$ cat config.mk
export PLATFORM = sky130hd
export DESIGN_NAME = grid_stream_sequencer
export DESIGN_NICKNAME = d
export VERILOG_FILES = /design/src/rtl/grid_stream_sequencer.sv
export SDC_FILE = /design/constraint.sdc
export NUM_CORES = 1
export LEC_CHECK = 0
export CAP_MARGIN = 10
export CORE_MARGIN = 4
export CORE_UTILIZATION = 40
export CTS_CLUSTER_DIAMETER = 50
export DETAILED_ROUTE_END_ITERATION = 8
export DONT_BUFFER_PORTS = 1
export GPL_TIMING_DRIVEN = 0
export PLACE_DENSITY = 0.52
export SYNTH_ARGS = -nofsm -noshare
export SYNTH_HDL_FRONTEND = slang
export SYNTH_SLANG_ARGS = --single-unit
$ cat constraint.sdc
create_clock -name clk -period 4.85 [get_ports clk]
set_input_delay 0.7275 -clock clk [delete_from_list [all_inputs] [get_ports clk]]
set_output_delay 0.7275 -clock clk [all_outputs]
set_load 0.03 [all_outputs]
$ cat src/rtl/grid_stream_sequencer.sv
// Grid-point sequencer for the KAN processor grid stream: replays a programmable
// table once per sample, counts result frames, and reports batch done or abort.
module grid_stream_sequencer #(
    parameter int DATA_WIDTH  = 16,
    parameter int MAX_GRID    = 16,
    parameter int ADDR_WIDTH  = $clog2(MAX_GRID),
    parameter int BATCH_WIDTH = 16
) (
    input  logic                   clk,
    input  logic                   rst,
    input  logic                   cfg_wr_en,
    input  logic [ADDR_WIDTH-1:0]  cfg_addr,
    input  logic [DATA_WIDTH-1:0]  cfg_wdata,
    input  logic [ADDR_WIDTH:0]    cfg_grid_len,
    input  logic [BATCH_WIDTH-1:0] cfg_batch,
    input  logic                   start,
    output logic                   busy,
    output logic                   done,
    output logic                   error,
    output logic [DATA_WIDTH-1:0]  m_axis_grid_tdata,
    output logic                   m_axis_grid_tvalid,
    input  logic                   m_axis_grid_tready,
    output logic                   m_axis_grid_tlast,
    input  logic                   mon_rslt_tvalid,
    input  logic                   mon_rslt_tready,
    input  logic                   mon_rslt_tlast,
    input  logic                   err_unalligned_data,
    input  logic                   err_user_flag
);

    localparam logic [ADDR_WIDTH:0]    MAX_L = (ADDR_WIDTH+1)'(MAX_GRID);
    localparam logic [ADDR_WIDTH:0]    ONE_L = (ADDR_WIDTH+1)'(1);
    localparam logic [BATCH_WIDTH-1:0] ONE_B = BATCH_WIDTH'(1);

    typedef enum logic [2:0] {S_IDLE, S_STREAM, S_DRAIN, S_DONE, S_ABORT} state_t;

    state_t                 r_state;
    state_t                 w_state_next;
    logic [DATA_WIDTH-1:0]  r_grid [MAX_GRID];
    logic [ADDR_WIDTH:0]    r_len;
    logic [ADDR_WIDTH:0]    r_pt;
    logic [BATCH_WIDTH-1:0] r_batch;
    logic [BATCH_WIDTH-1:0] r_s;
    logic [BATCH_WIDTH-1:0] r_r;
    logic                   r_tvalid;
    logic                   r_tlast;
    logic [DATA_WIDTH-1:0]  r_tdata;
    logic                   r_error;

    logic                   w_start;
    logic                   w_cfg_bad;
    logic                   w_cfg_empty;
    logic                   w_busy;
    logic                   w_err_in;
    logic                   w_hs;
    logic                   w_final_hs;
    logic                   w_rslt;
    logic [BATCH_WIDTH-1:0] w_s_inc;
    logic [BATCH_WIDTH-1:0] w_r_next;
    logic [ADDR_WIDTH:0]    w_pt_inc;

    assign w_start     = start && (r_state == S_IDLE);
    assign w_cfg_bad   = cfg_grid_len > MAX_L;
    assign w_cfg_empty = (cfg_grid_len == '0) || (cfg_batch == '0);
    assign w_busy      = (r_state == S_STREAM) || (r_state == S_DRAIN);
    assign w_err_in    = err_unalligned_data || err_user_flag;
    assign w_hs        = (r_state == S_STREAM) && r_tvalid && m_axis_grid_tready;
    assign w_s_inc     = r_s + ONE_B;
    assign w_final_hs  = w_hs && r_tlast && (w_s_inc == r_batch);
    assign w_rslt      = w_busy && mon_rslt_tvalid && mon_rslt_tready && mon_rslt_tlast;
    assign w_r_next    = r_r + (w_rslt ? ONE_B : '0);
    assign w_pt_inc    = r_pt + ONE_L;

    // Table is writable only while idle so a running batch sees a frozen table.
    always_ff @(posedge clk) begin
        if (cfg_wr_en && (r_state == S_IDLE))
            r_grid[cfg_addr] <= cfg_wdata;
    end

    always_ff @(posedge clk or negedge rst) begin
        if (!rst)
            r_state <= S_IDLE;
        else
            r_state <= w_state_next;
    end

    always_comb begin
        w_state_next = r_state;
        case (r_state)
            S_IDLE: begin
                if (w_start) begin
                    if (w_cfg_bad)        w_state_next = S_ABORT;
                    else if (w_cfg_empty) w_state_next = S_DONE;
                    else                  w_state_next = S_STREAM;
                end
            end
            S_STREAM: begin
                // Error wins over a simultaneous final handshake.
                if (w_err_in)        w_state_next = S_ABORT;
                else if (w_final_hs) w_state_next = (w_r_next >= r_batch) ? S_DONE : S_DRAIN;
            end
            S_DRAIN: begin
                if (w_err_in)              w_state_next = S_ABORT;
                else if (r_r >= r_batch)   w_state_next = S_DONE;
            end
            S_DONE:  w_state_next = S_IDLE;
            S_ABORT: w_state_next = S_IDLE;
            default: w_state_next = S_IDLE;
        endcase
    end

    always_ff @(posedge clk or negedge rst) begin
        if (!rst) begin
            r_len    <= '0;
            r_pt     <= '0;
            r_batch  <= '0;
            r_s      <= '0;
            r_r      <= '0;
            r_tvalid <= 1'b0;
            r_tlast  <= 1'b0;
            r_tdata  <= '0;
            r_error  <= 1'b0;
        end else if (w_start) begin
            r_len    <= cfg_grid_len;
            r_batch  <= cfg_batch;
            r_pt     <= '0;
            r_s      <= '0;
            r_r      <= '0;
            r_error  <= w_cfg_bad;
            r_tvalid <= !w_cfg_bad && !w_cfg_empty;
            r_tlast  <= (cfg_grid_len == ONE_L);
            r_tdata  <= r_grid[0];
        end else begin
            r_r <= w_r_next;
            if (w_state_next == S_ABORT) begin
                // Processor self-resets on error, so the valid is dropped without a handshake.
                r_error  <= 1'b1;
                r_tvalid <= 1'b0;
                r_tlast  <= 1'b0;
            end else if (w_hs) begin
                if (r_tlast) begin
                    r_s <= w_s_inc;
                    if (w_final_hs) begin
                        r_tvalid <= 1'b0;
                        r_tlast  <= 1'b0;
                    end else begin
                        r_pt    <= '0;
                        r_tdata <= r_grid[0];
                        r_tlast <= (r_len == ONE_L);
                    end
                end else begin
                    r_pt    <= w_pt_inc;
                    r_tdata <= r_grid[w_pt_inc[ADDR_WIDTH-1:0]];
                    r_tlast <= (w_pt_inc == (r_len - ONE_L));
                end
            end
        end
    end

    assign busy               = w_busy;
    assign done               = (r_state == S_DONE);
    assign error              = r_error;
    assign m_axis_grid_tdata  = r_tdata;
    assign m_axis_grid_tvalid = r_tvalid;
    assign m_axis_grid_tlast  = r_tlast;

endmodule
==> results.md <==
- Ratio of cells with drive above 1 in the final layout: 0.1794
- Global Route Usage Sum: 0.1805
- Vias/cell: between 5 and 6
- Syn Std Cell Area: 0.01496 mm2
- CTS Buffer Depth: 3
- CTS Buf Count: 44
- Slew Viols, Final: 0
- Syn nets: 1,101
- Floorplan die width: a little over 200 um
- Initial antenna violation count: 0
- Cell count after synthesis: 1,012
- WL final: between 30 and 40 mm
- Ranking of synthesized cells by area: edfxtp_1, dfrtp_1, mux4_2, ha_1, nand2_1
- Fill count: around 3,200
- TritonRoute pass-1 iters: 5
- CTS tree: done
- Yosys warning total: 0
- Root buf cell: clkbuf_16
- First-pass GRT wire length: about 56 mm
- Worst-skew pair later-pin latency: 580 ps
- Port Buffers: 0
- Post-synth EDFFs: about 260
- Fin nets: 1,165
- Worst path top cell family by delay: simple AND/OR/NAND/NOR gates
- FFs w/ async S/R, synth: 0.2381
- Sw power: 2240 uW
- Outcome: complete, no violations
- Multi-input logic area: 0.004995 mm2
- Via count: approximately 8,700
- Post-CTS sizing: 0
- Pwr Total: 7814 uW
- Setup-failing EPs final: 0
- Largest net degree at the start of global routing: between 80 and 90
- CP dominant cell by count: ha_1
- Commonest non-fill, non-tap cell in the layout: edfxtp_1
- Syn avg cell area: ~15 um2
- Gate power share: 0.141
- Primary FF master, synth: edfxtp_1
- Seq pwr share: 0.455
- Post-synthesis cell type count: 61
- Final global-route overflow total: 0
- Synthesis-to-layout area growth: 15.67%
- Slowest stage cell, crit path: nor2_1
- Clock-pin slew on the worst setup and hold paths: 60 ps
- Worst hold path class: in -> async
- CP Data Arrival Time: around 4500 ps
- CP Cell Sequence: xnor2_1 > nor2_1 > and4_1 > ha_1 > ha_1 > nand3_1 > nor2_1 > nand2_1 > xnor2_1 > ha_1 > o21ai_0 > a21oi_1 > nor3_1 > a21oi_1 > o31ai_1 > o211ai_1
- Initial Util: 0.4067
- Cell type with the largest total area after synthesis: edfxtp_1
- RSZ-0062 raised after global routing: no
- Internal power: around 5600 uW
- Slew of the pin with the lowest slew margin: about 1100 ps
- FF/Latch Area: approximately 0.0097 mm2
- Inst Count DP: approximately 1,500
- Layout Utilization: 0.4704
- DR WL/cell: roughly 23 um
- Yosys top cell area share: 0.5138
- Slew HR: 0.2869
- Most frequent cells in the layout: edfxtp_1, nand2_1, dfrtp_1
- Min Clock Period, post-route: 4020 ps
- Setup CP Type: reg -> reg
- Maxcap violations: 0
- Hold Fails Final Rpt: 0
- Critical Path Max Stage Delay: 560 ps
- DRC violations left: 0
- H-tree depth: 2
- WP buf/inv: 0
- Setup_tns: 0 ps
- Static Leak: around 0.0061 uW
- Sw Ratio: 0.2867
- Fmax: 0.2488 GHz
- Post-synthesis sequential area ratio: 0.6477
- Final HPWL from detailed placement: around 25 mm
- Final non-filler cell total: between 1,500 and 2,000
- Starting DRT DRC Count: 540
- CORE AREA: between 0.03 and 0.04 mm2
- Setup crit end kind: register
- Vias in the first global route: 8,936
- Setup Skew: approximately 37 ps
- Std-Cell Rows: 70
- P per Cell Area: approximately 450 mW/mm2
- Clock power frac: 0.404
- Startpoint types: register
- Routability cong.: between 0.7 and 0.8
- Worst Path Max Fanout: 7
- Die Height: between 200 and 250 um
- Clock sinks: approximately 340
- Die area: ~0.041 mm2
- Worst EP required: ~5300 ps
- Flops & latches, synth: roughly 340
- Max rail drop VDD: about 0.00026 V
- Fin crit share: 0.8289
- Post-route ant nets: 0
- # IOs: 72
cells in the mapped netlist (2+ instances only):
library cell and number:
nand2_1 92, and2_1 18, o22ai_1 4, mux4_2 64
or3_1 4, a31o_2 2, nor3_1 19, o31ai_1 9
clkbuf_1 34, dfrtp_1 80, and4_1 6, nor2b_1 6
a21o_1 11, inv_1 25, nand4b_1 2, and3_1 9
xnor2_1 23, a31oi_1 3, mux2_4 9, edfxtp_1 256
nand3_1 27, and4b_1 2, nor2_1 38, and3b_1 2
buf_2 5, xor2_1 17, o21ai_0 64, mux2_2 7
o21a_1 3, nand4_1 10, o211ai_1 3, o41ai_1 4
nor4_1 4, mux2i_1 18, nand2b_1 6, a21oi_1 44
ha_1 38, buf_6 3, o2111ai_1 3, buf_1 9
a211oi_1 9
state kept, by name, summed over array words and instances (netlist names):
name / cells
r_state: 3
r_len: 5
r_batch: 16
r_grid: 256
r_s: 16
m_axis_grid_tvalid: 1
m_axis_grid_tlast: 1
r_pt: 5
error: 1
r_r: 16
m_axis_grid_tdata: 16
power by group through the flow:
| stage | registers [uW] | logic, uW | clock network, uW |
|---|---|---|---|
| global route | 3570 | 1230 | 3350 |
| floorplan | 3550 | 781 | 0 |
| detailed placement | 3610 | 1100 | 0 |
| global placement | 3620 | 1080 | 0 |
| CTS | 3560 | 1130 | 3240 |
| finish | 3550 | 1100 | 3160 |
final timing paths:
kind | to | cells past startpoint | slack, ps | startpoint
worst max-delay path | r_state[0]$_DFF_PN0_ | 16 | 830 | r_state[0]$_DFF_PN0_
worst min-delay path | m_axis_grid_tdata[6]$_DFFE_PN0P_ | 1 | 60 | rst
worst max register to register | r_state[0]$_DFF_PN0_ | 16 | 830 | r_state[0]$_DFF_PN0_
worst min register to register | r_len[3]$_DFFE_PN0P_ | 2 | 540 | r_len[3]$_DFFE_PN0P_
max in group asynchronous | m_axis_grid_tdata[11]$_DFFE_PN0P_ | 1 | 4420 | rst
min in group clk | r_grid[9][1]$_DFFE_PP_ | 0 | 240 | cfg_wdata[1]
layout make-up:
type	instances	share of cell area
Antenna cell	1	0.0001446
Buffer	53	0.01345
Clock buffer	52	0.06536
Clock inverter	27	0.01728
Inverter	25	0.005423
Multi-Input combinational cell	598	0.2886
Sequential cell	336	0.5599
Tap cell	468	0.03384
Timing Repair Buffer	18	0.01598
per-layer routing:
metal | global-route usage | up-vias | part of all wire
met3 | 0.03884 | 54 | 0.047
met1 | 0.2417 | 4419 | 0.44
met5 | 0 | - | 0
li1 | - | 4027 | -
met4 | 0.04883 | 0 | 0.019
met2 | 0.3012 | 157 | 0.50
logic make-up after synthesis:
logic type / after synthesis / share of synthesized area
DFF: 336 / 0.6477
and+or+nand+nor: 254 / 0.08514
AOI/OAI and AO/OA: 168 / 0.06749
muxes: 98 / 0.1227
buffers and inverters: 78 / 0.02183
xor gates and xnor gates: 40 / 0.02342
adders and majority gates: 38 / 0.03178
repair_timing:
action | CTS | global route
hold buffers | 1 | 0
endpoints found under the hold margin | 80 | 0
buffers inserted | 0 | 0
metrics by stage:
step | hold slack [ps] | setup WS [ps] | area, um2
2_1_floorplan | 431.9 | 1568 | 14960
3_3_place_gp | 434.3 | 243.6 | 15550
3_5_place_dp | 434.3 | 785.5 | 15850
4_1_cts | 58.29 | 774.0 | 17300
5_1_grt | 81.08 | 560.4 | 17300
6_report | 61.48 | 829.9 | 17310
No activity file was read; power rests on OpenSTA's default activity.
